**src/rtl/wb_arbiter.sv**
```systemverilog
// -----------------------------------------------------------------------------
// wb_arbiter
//
// Writeback arbiter between N functional-unit result channels and the single
// register-file write port. Every channel owns a small FIFO, so units that
// finish in the same cycle never lose a result. At most one entry is drained
// per cycle, chosen by round-robin (RR_MODE=1) or fixed priority with the
// lowest index winning (RR_MODE=0). The drained entry is registered onto the
// wb_reg_* port together with a one-hot wb_grant naming its channel.
//
// Parameters
//   CHANNELS  number of functional-unit channels (2..8)
//   DEPTH     entries per channel FIFO (power of two, >= 2)
//   RR_MODE   1 = round-robin, 0 = fixed priority
//
// Ports
//   clock           sole clock, rising edge
//   reset           asynchronous, active-low reset
//   fu_wb_valid     [CHANNELS]     channel i presents a result
//   fu_wb_regdest   [5*CHANNELS]   destination register, channel i at [5i+4:5i]
//   fu_wb_writereg  [CHANNELS]     result must write the register file
//   fu_wb_wbvalue   [32*CHANNELS]  result data, channel i at [32i+31:32i]
//   wb_fu_ready     [CHANNELS]     channel i can accept an entry this cycle
//   wb_reg_en                      register-file write enable (registered)
//   wb_reg_addr     [5]            write address (registered)
//   wb_reg_data     [32]           write data (registered)
//   wb_grant        [CHANNELS]     one-hot, channel drained in previous cycle
// -----------------------------------------------------------------------------
module wb_arbiter #(
  parameter int CHANNELS = 3,
  parameter int DEPTH    = 2,
  parameter int RR_MODE  = 1
) (
  input  logic                     clock,
  input  logic                     reset,
  input  logic [CHANNELS-1:0]      fu_wb_valid,
  input  logic [5*CHANNELS-1:0]    fu_wb_regdest,
  input  logic [CHANNELS-1:0]      fu_wb_writereg,
  input  logic [32*CHANNELS-1:0]   fu_wb_wbvalue,
  output logic [CHANNELS-1:0]      wb_fu_ready,
  output logic                     wb_reg_en,
  output logic [4:0]               wb_reg_addr,
  output logic [31:0]              wb_reg_data,
  output logic [CHANNELS-1:0]      wb_grant
);

  localparam int PTR_W = $clog2(DEPTH);
  localparam int CNT_W = $clog2(DEPTH + 1);
  localparam int CH_W  = $clog2(CHANNELS);

  typedef struct packed {
    logic [4:0]  regdest;
    logic        writereg;
    logic [31:0] wbvalue;
  } entry_t;

  // FIFO storage and bookkeeping
  entry_t            mem_q    [CHANNELS][DEPTH];
  entry_t            in_entry [CHANNELS];
  logic [PTR_W-1:0]  wr_ptr_q [CHANNELS];
  logic [PTR_W-1:0]  wr_ptr_d [CHANNELS];
  logic [PTR_W-1:0]  rd_ptr_q [CHANNELS];
  logic [PTR_W-1:0]  rd_ptr_d [CHANNELS];
  logic [CNT_W-1:0]  count_q  [CHANNELS];
  logic [CNT_W-1:0]  count_d  [CHANNELS];

  logic [CHANNELS-1:0] push;
  logic [CHANNELS-1:0] pop;
  logic [CHANNELS-1:0] nonempty;

  // Arbitration
  logic [CH_W-1:0]   rr_ptr_q, rr_ptr_d;
  logic              gnt_valid;
  logic [CH_W-1:0]   gnt_idx;
  logic [CH_W:0]     cand_sum;
  logic [CH_W-1:0]   cand;
  entry_t            head;

  // Output registers
  logic                wb_reg_en_q;
  logic [4:0]          wb_reg_addr_q;
  logic [31:0]         wb_reg_data_q;
  logic [CHANNELS-1:0] wb_grant_q;

  // Ready depends on stored count only, so there is no combinational path from
  // fu_wb_valid to wb_fu_ready. A full channel refuses even while being popped.
  always_comb begin
    // NOTE: every output of a combinational block gets a default first so no
    // path through the block leaves it unassigned, which would infer a latch.
    wb_fu_ready = '0;
    push        = '0;
    nonempty    = '0;
    for (int i = 0; i < CHANNELS; i++) begin
      wb_fu_ready[i] = (count_q[i] != CNT_W'(DEPTH));
      push[i]        = fu_wb_valid[i] & wb_fu_ready[i];
      nonempty[i]    = (count_q[i] != '0);
      in_entry[i]    = '{regdest:  fu_wb_regdest[5*i +: 5],
                         writereg: fu_wb_writereg[i],
                         wbvalue:  fu_wb_wbvalue[32*i +: 32]};
    end
  end

  // Channel selection. In round-robin mode the candidates are visited from the
  // farthest offset back to rr_ptr itself, so the nearest non-empty channel at
  // or after rr_ptr is the last one written and therefore wins.
  always_comb begin
    gnt_valid = 1'b0;
    gnt_idx   = '0;
    cand_sum  = '0;
    cand      = '0;
    if (RR_MODE != 0) begin
      for (int k = CHANNELS - 1; k >= 0; k--) begin
        cand_sum = {1'b0, rr_ptr_q} + (CH_W + 1)'(k);
        if (cand_sum >= (CH_W + 1)'(CHANNELS)) begin
          cand_sum = cand_sum - (CH_W + 1)'(CHANNELS);
        end
        cand = cand_sum[CH_W-1:0];
        if (nonempty[cand]) begin
          gnt_valid = 1'b1;
          gnt_idx   = cand;
        end
      end
    end else begin
      for (int i = CHANNELS - 1; i >= 0; i--) begin
        if (nonempty[i]) begin
          gnt_valid = 1'b1;
          gnt_idx   = CH_W'(i);
        end
      end
    end
  end

  always_comb begin
    pop  = '0;
    head = mem_q[gnt_idx][rd_ptr_q[gnt_idx]];
    for (int i = 0; i < CHANNELS; i++) begin
      pop[i] = gnt_valid && (gnt_idx == CH_W'(i));
    end

    rr_ptr_d = rr_ptr_q;
    if (RR_MODE != 0 && gnt_valid) begin
      rr_ptr_d = (gnt_idx == CH_W'(CHANNELS - 1)) ? '0 : gnt_idx + CH_W'(1);
    end

    // Pointers wrap naturally because DEPTH is a power of two.
    for (int i = 0; i < CHANNELS; i++) begin
      wr_ptr_d[i] = push[i] ? wr_ptr_q[i] + PTR_W'(1) : wr_ptr_q[i];
      rd_ptr_d[i] = pop[i]  ? rd_ptr_q[i] + PTR_W'(1) : rd_ptr_q[i];
      count_d[i]  = count_q[i];
      if (push[i] && !pop[i]) begin
        count_d[i] = count_q[i] + CNT_W'(1);
      end else if (!push[i] && pop[i]) begin
        count_d[i] = count_q[i] - CNT_W'(1);
      end
    end
  end

  always_ff @(posedge clock or negedge reset) begin
    // NOTE: sequential state uses non-blocking assignments so every register
    // samples the pre-edge values, independent of statement order.
    if (!reset) begin
      for (int i = 0; i < CHANNELS; i++) begin
        wr_ptr_q[i] <= '0;
        rd_ptr_q[i] <= '0;
        count_q[i]  <= '0;
      end
      rr_ptr_q <= '0;
    end else begin
      for (int i = 0; i < CHANNELS; i++) begin
        wr_ptr_q[i] <= wr_ptr_d[i];
        rd_ptr_q[i] <= rd_ptr_d[i];
        count_q[i]  <= count_d[i];
      end
      rr_ptr_q <= rr_ptr_d;
    end
  end

  // NOTE: FIFO storage carries no reset; an entry is only ever read while the
  // channel count says it is valid, so clearing the array would buy nothing.
  always_ff @(posedge clock) begin
    for (int i = 0; i < CHANNELS; i++) begin
      if (push[i]) begin
        mem_q[i][wr_ptr_q[i]] <= in_entry[i];
      end
    end
  end

  // Register-file port. Entries with writereg=0 or regdest=0 still take the
  // slot and raise wb_grant, but never enable a write (r0 is hardwired).
  always_ff @(posedge clock or negedge reset) begin
    if (!reset) begin
      wb_reg_en_q   <= 1'b0;
      wb_reg_addr_q <= '0;
      wb_reg_data_q <= '0;
      wb_grant_q    <= '0;
    end else if (gnt_valid) begin
      wb_reg_en_q   <= head.writereg && (head.regdest != 5'd0);
      wb_reg_addr_q <= head.regdest;
      wb_reg_data_q <= head.wbvalue;
      wb_grant_q    <= CHANNELS'(1) << gnt_idx;
    end else begin
      wb_reg_en_q   <= 1'b0;
      wb_grant_q    <= '0;
    end
  end

  assign wb_reg_en   = wb_reg_en_q;
  assign wb_reg_addr = wb_reg_addr_q;
  assign wb_reg_data = wb_reg_data_q;
  assign wb_grant    = wb_grant_q;

endmodule

```
**config.mk**
```make
export PLATFORM = sky130hd
export DESIGN_NAME = wb_arbiter
export DESIGN_NICKNAME = d
export VERILOG_FILES = /design/src/rtl/wb_arbiter.sv
export SDC_FILE = /design/constraint.sdc
export NUM_CORES = 1
export LEC_CHECK = 0
export CAP_MARGIN = 20
export CELL_PAD_IN_SITES_DETAIL_PLACEMENT = 1
export CELL_PAD_IN_SITES_GLOBAL_PLACEMENT = 1
export CORE_MARGIN = 2
export CORE_UTILIZATION = 31
export DETAILED_ROUTE_END_ITERATION = 8
export PLACE_DENSITY_LB_ADDON = 0.1
export SYNTH_ARGS = -nofsm -noshare
export SYNTH_HDL_FRONTEND = slang
export SYNTH_SLANG_ARGS = --single-unit
```
**constraint.sdc**
```tcl
create_clock -name clock -period 8.29 [get_ports clock]
set_input_delay 1.658 -clock clock [delete_from_list [all_inputs] [get_ports clock]]
set_output_delay 1.658 -clock clock [all_outputs]
set_load 0.02 [all_outputs]
```
==> run summary, run 1 <==
Initial antenna violation count -> 3
IO Port Bufs -> 162
Clock power share -> 21.8%
Count of TritonRoute iterations in the first routing pass -> 4
Min-Delay Path Class -> flip-flop to flip-flop
Tcrit/Tclk final -> 47.0%
Reg2reg path depth -> 11
WL final -> 29.4 mm
Die X -> 190 um
Arr. time, crit path -> 4260 ps
Req. time, crit path -> 8660 ps
Status -> finished clean
Root Driver -> clkbuf_16
Placement Cell Area -> 12800 um^2
Inst Count DP -> 1257
Worst Max-Slew Pin Slew -> 1070 ps
CP Max Fanout -> 57
Delay of the slowest critical-path stage -> 620 ps
Leakage -> 5.07 nW
Fin nets -> 969
Unrepaired setup endpoints after global routing -> no
Dpl ws -> 4310 ps
CTS tree -> built
Post-Syn Area per Cell -> 15.8 um^2
Antenna-violating nets left -> 0
Full die area -> 35900 um^2
Row count -> 67
Slowest cell on crit path -> buf_4
Via count -> 6516
Final setup viols -> 0
Layout fillers -> 3428
Fin. Hold Viols -> 0
Setup TNS -> 0 ps
# clock sinks -> 283
Syn-to-layout area delta -> 30.2%
Synthesized Nets -> 801
Worst hold slack -> 469 ps
Clk slew on worst S/H paths -> 50 ps
DRC -> 0
First-pass GRT wire length -> 44.0 mm
Number of enable flip-flop cells after synthesis -> 228
Worst ir drop on vdd -> 0.231 mV
Final core utilization -> 41.3%
Ranking of synthesized cells by area -> edfxtp_1, dfrtp_1, a22oi_1, nand2_1, a311oi_1
Kind of critical path -> flip-flop to flip-flop
Clock buffer depth -> 3
Drt wl/cell -> 22.2 um
Worst path cell trace -> inv_1 -> ha_1 -> or2_4 -> o2111ai_4 -> inv_2 -> a21oi_4 -> buf_4 -> nand2_1 -> nand2_1 -> o32ai_1 -> a311oi_1
Clock latency on the worst-skew pair -> 500 ps
Grt total ovfl -> 0
Pwr dens -> 473 nW/um^2
YS warnings -> 0
CTS Buf Count -> 34
P_sw -> 2.53 mW
GRT Resource Usage Total -> 16.5%
Post-synth top flop -> edfxtp_1
Comb pwr share -> 44.5%
Crit start category -> flip-flop
Leading area contributor after synthesis -> edfxtp_1
Cell Area, Synth -> 10700 um^2
Cell area after layout -> 13900 um^2
Fin crit period -> 3900 ps
Die height -> 190 um
Synth top area share -> 64.1%
Power Total -> 6.58 mW
Cell count after synthesis -> 677
Initial Utilization -> 31.7%
HPWL Detailed -> 17.6 mm
Layout cells sized above 1 -> 9.20%
Pins Over Slew Limit -> 0
H-tree depth -> 2
Synth cell types -> 45
Final setup margin -> 4390 ps
Sequential element share of the synthesized area -> 77.0%
Switch share -> 38.4%
Final non-filler cell total -> 1321
Io pins -> 163
Share of power burned in registers -> 33.6%
Initial drt markers -> 242
Max Cap Violations -> 0
Fmax -> 257 MHz
Flops & latches, synth -> 283
Post-cts sizing count -> 0
Hold depth -> 1
Core ar. -> 33700 um^2
Placer Congestion -> 0.735
Largest net degree at the start of global routing -> 58
Skew final -> 14.8 ps
Setup Fix Bufs, Post-CTS -> 0
Crit. End Element -> flip-flop
Slew margin rel. -> 28.9%
Vias per inst -> 4.93
Vias in the first global route -> 7316
Most used cell along the critical path -> nand2_1
Ys async rst share -> 19.4%
Cts hold-fix bufs -> 0
Internal -> 4.05 mW
-- power groups by stage --
stage	clock, mW	sequential, mW	combinational (mW)
after floorplan	0	2.30	1.89
after global placement	0	2.23	2.89
after detailed placement	0	2.25	3.01
after CTS	1.48	2.22	3.02
after global routing	1.54	2.25	3.25
final	1.44	2.21	2.93
-- cell usage in the layout (no fill, tap or decap), types with 6 or more instances in the layout --
| master | n |
|---|---|
| inv_1 | 10 |
| clkbuf_16 | 35 |
| dfrtp_1 | 55 |
| a22oi_1 | 71 |
| nand2_1 | 88 |
| a311oi_1 | 33 |
| clkbuf_1 | 9 |
| and3_1 | 32 |
| edfxtp_1 | 228 |
| xor2_1 | 6 |
| buf_4 | 12 |
| clkdlybuf4s50_1 | 161 |
| xnor2_1 | 9 |
| nor2_1 | 7 |
| a21o_1 | 32 |
| o21ai_0 | 6 |
-- registers in the layout, indices dropped and copies added (netlist names) --
name         cells
wb_grant         3
wr_ptr_q         3
count_q          6
wb_reg_data     32
mem_q          228
rr_ptr_q         2
rd_ptr_q         3
wb_reg_en        1
wb_reg_addr      5
-- cell usage after synthesis, types with 2 or more instances --
| library cell | n |
|---|---|
| edfxtp_1 | 228 |
| nand2_1 | 88 |
| a22oi_1 | 71 |
| dfrtp_1 | 55 |
| and3_1 | 35 |
| a311oi_1 | 33 |
| a21o_1 | 32 |
| buf_2 | 21 |
| clkbuf_1 | 13 |
| inv_1 | 10 |
| nor2_1 | 10 |
| xnor2_1 | 9 |
| o21ai_0 | 6 |
| xor2_1 | 6 |
| a21oi_1 | 5 |
| buf_1 | 5 |
| ha_1 | 5 |
| nand3_1 | 5 |
| o22ai_1 | 4 |
| nand2b_1 | 3 |
| nor3_1 | 3 |
| o21ai_1 | 3 |
| a21oi_2 | 2 |
| inv_2 | 2 |
| mux2i_1 | 2 |
| o32ai_1 | 2 |
-- area by class of cell --
cell class              count  area [um^2]  area share, %
clock buffers              49          978           7.04
clock inverters            12          114          0.819
repair buffers            173         1700           12.2
multi-input cells         341         2270           16.4
well taps                 448          561           4.03
flip-flops and latches    283         8220           59.1
diodes                      3         7.51         0.0540
inverters                  12         45.0          0.324
-- metal layers --
| metal | up-vias | global-route usage [%] | part of all wire, % |
|---|---|---|---|
| met3 | 44 | 3.15 | 5.1 |
| met1 | 3327 | 20.8 | 43 |
| met4 | 2 | 4.20 | 1.8 |
| met5 | - | 0 | 0.044 |
| met2 | 168 | 29.1 | 50 |
| li1 | 2975 | - | - |
-- path summary, 6_finish.rpt --
path	start	end	slack (ps)
worst max-delay path	rr_ptr_q[0]$_DFFE_PN0P_	wb_reg_en$_DFF_PN0_	4390
worst min-delay path	rd_ptr_q[2]$_DFFE_PN0P_	rd_ptr_q[2]$_DFFE_PN0P_	470
worst min register to register	rd_ptr_q[2]$_DFFE_PN0P_	rd_ptr_q[2]$_DFFE_PN0P_	470
worst max register to register	rr_ptr_q[0]$_DFFE_PN0P_	wb_reg_en$_DFF_PN0_	4390
max in group asynchronous	reset	wb_reg_data[9]$_DFFE_PN0P_	6450
min in group asynchronous	reset	wr_ptr_q[2]$_DFFE_PN0P_	1270
-- cell families after synthesis --
family / count (synthesis) / share of synthesized area (%)
flip-flops: 283 / 77.0
AO/OA/AOI/OAI: 167 / 12.1
AND/OR/NAND/NOR: 151 / 6.59
buffers and inverters: 53 / 2.19
XOR/XNOR: 15 / 1.23
adder cells (fa/ha/maj): 6 / 0.680
multiplexers: 2 / 0.188
-- critical path: cells and delay by family, from the launching register on --
family,cells,cell delay [ps]
compound gates,4,1450
buf+inv,3,1080
simple gates,3,520
flops,1,370
fa+ha+maj,1,280
No activity file was read; power rests on OpenSTA's default activity.
==> run 2: changes to the inputs <==
==> constraint.sdc (replaced) <==
create_clock -name clock -period 3.71 [get_ports clock]
set_input_delay 0.742 -clock clock [delete_from_list [all_inputs] [get_ports clock]]
set_output_delay 0.742 -clock clock [all_outputs]
set_load 0.02 [all_outputs]
==> run 2 against run 1 <==
Via count grew 1.1%; setup slack worse by 3900 ps; hold slack lost 160 ps; highest routed layer unchanged; sequential share of layout area is 0.17 points higher; global-route usage up 0.20 points; sequential power up 120%.
==> run summary, run 2 (synthesis gave the netlist of run 1 again) <==
Most common cell after layout, fill and taps aside -> edfxtp_1
Max Cap Violations -> 0 (unchanged)
Initial Utilization -> 31.7% (unchanged)
Unrepaired setup endpoints after global routing -> no
Drt wl/cell -> 22.6 um (+1.8%)
Placement Cell Area -> 12900 um^2 (+0.96%)
Max reg flops -> 228 (unchanged)
Count of TritonRoute iterations in the first routing pass -> 4 (unchanged)
Slew margin rel. -> 30.9% (+2.0 points)
Leakage -> 5.03 nW (-0.76%)
HPWL Detailed -> 18.7 mm (+5.8%)
First-pass GRT wire length -> 44.7 mm (+1.5%)
Worst ir drop on vdd -> 0.496 mV (+110%)
Clock buffer depth -> 3 (unchanged)
Full die area -> 35900 um^2 (unchanged)
Fin crit period -> 3240 ps (-654 ps)
Grt total ovfl -> 0 (unchanged)
Kind of critical path -> flip-flop to flip-flop
Arr. time, crit path -> 3670 ps (-590 ps)
Root Driver -> clkbuf_16
Worst Max-Slew Pin Slew -> 1040 ps (-30.4 ps)
Status -> finished clean
Initial antenna violation count -> 3 (unchanged)
DRC -> 0 (unchanged)
WL final -> 29.8 mm (+1.4%)
Final non-filler cell total -> 1316 (-0.38%)
Syn-to-layout area delta -> 29.9%
Fmax -> 308 MHz (+20%)
Clk slew on worst S/H paths -> 60 ps (about the same)
Io pins -> 163 (unchanged)
Setup Fix Bufs, Post-CTS -> 0 (unchanged)
Crit. End Element -> flip-flop
Pwr dens -> 1050 nW/um^2 (+120%)
CTS tree -> built
Placer Congestion -> 0.739 (+0.50%)
Most frequent cells in the layout -> edfxtp_1, clkdlybuf4s50_1, nand2_1, a22oi_1, dfrtp_1
Power Total -> 14.6 mW (+120%)
Cts hold-fix bufs -> 0 (unchanged)
H-tree depth -> 1 (-1)
CP Max Fanout -> 37 (-35%)
Antenna-violating nets left -> 0 (unchanged)
Vias per inst -> 5.01 (+1.5%)
Die X -> 190 um (unchanged)
Cell area after layout -> 13900 um^2 (-0.28%)
Setup TNS -> 0 ps (unchanged)
Pins Over Slew Limit -> 0 (unchanged)
Tcrit/Tclk final -> 87.5% (+40 points)
CTS Buf Count -> 30 (-12%)
Largest net degree at the start of global routing -> 74 (+28%)
Via count -> 6587 (+1.1%)
Layout cells sized above 1 -> 8.99% (-0.21 points)
GRT Resource Usage Total -> 16.7% (+0.20 points)
Core ar. -> 33700 um^2 (unchanged)
Clock latency on the worst-skew pair -> 550 ps (+50 ps)
Post-cts sizing count -> 0 (unchanged)
Initial drt markers -> 299 (+24%)
IO Port Bufs -> 162 (unchanged)
# clock sinks -> 283 (unchanged)
Die height -> 190 um (unchanged)
Inst Count DP -> 1260 (+0.24%)
Min-Delay Path Class -> primary input to asynchronous set/reset pin
Row count -> 67 (unchanged)
Crit start category -> flip-flop
ANT cells -> 0 (-3)
Fin nets -> 968 (-0.10%)
Final core utilization -> 41.1% (-0.12 points)
Final setup viols -> 0 (unchanged)
Req. time, crit path -> 4140 ps (-4520 ps)
Vias in the first global route -> 7291 (-0.34%)
Skew final -> 18.2 ps (+3.43 ps)
Fin. Hold Viols -> 0 (unchanged)
-- run 2: cell count changes in the layout (fill, tap and decap cells not counted) --
cell / before / now
buf_12: 0 / 8
diode_2: 3 / 0
inv_6: 1 / 0
bufinv_16: 2 / 0
clkinvlp_4: 0 / 2
clkbuf_16: 35 / 31
buf_4: 12 / 7
-- run 2: worst paths after layout --
path	cells past startpoint	startpoint	slack, ps	end
min in group clock	1	wb_reg_data[16]$_DFFE_PN0P_	480	wb_reg_data[16]$_DFFE_PN0P_
max reg2reg	9	rr_ptr_q[0]$_DFFE_PN0P_	470	wb_reg_data[12]$_DFFE_PN0P_
max in group asynchronous	1	reset	2840	wb_reg_data[6]$_DFFE_PN0P_
min	1	reset	310	wr_ptr_q[0]$_DFFE_PN0P_
max	9	rr_ptr_q[0]$_DFFE_PN0P_	470	wb_reg_data[12]$_DFFE_PN0P_
min reg2reg	1	wb_reg_data[16]$_DFFE_PN0P_	480	wb_reg_data[16]$_DFFE_PN0P_
-- run 2: critical path, stage by stage (launching register included) --
cell and delay (ps):
dfrtp_1 380, inv_1 60, ha_1 280, nor3b_1 180, o32a_1 380, a21boi_1 370
o22a_2 930, and3_1 290, a311oi_1 50, a21o_1 180
-- run 2: per-stage QoR --
step	worst slack, ps	hold slack [ps]
finish	466	305
CTS	443	323
global placement	590	467
global route	282	343
detailed placement	474	470
floorplan	723	440
-- run 2: power breakdown --
group	total, mW	switching (mW)	internal, mW
sequential	4.95	0.428	4.52
combinational	6.79	4.05	2.74
clock	2.82	1.19	1.63
-- run 2: final cells by class --
class	count	area, um^2
clock buffer	45	878
clock inverter	11	60.1
fill	3425	19800
inverter	12	45.0
multi-input combinational	341	2270
sequential	283	8220
tap	448	561
timing repair buffer	176	1820
-- run 2: metal layers --
layer / global-route usage, % / wire length [um] / up-vias
li1: - / - / 2965
met1: 21.6 / 13100 / 3419
met4: 4.50 / 658 / 6
met3: 3.06 / 1290 / 51
met2: 28.8 / 14700 / 146
met5: 0 / 46 / -
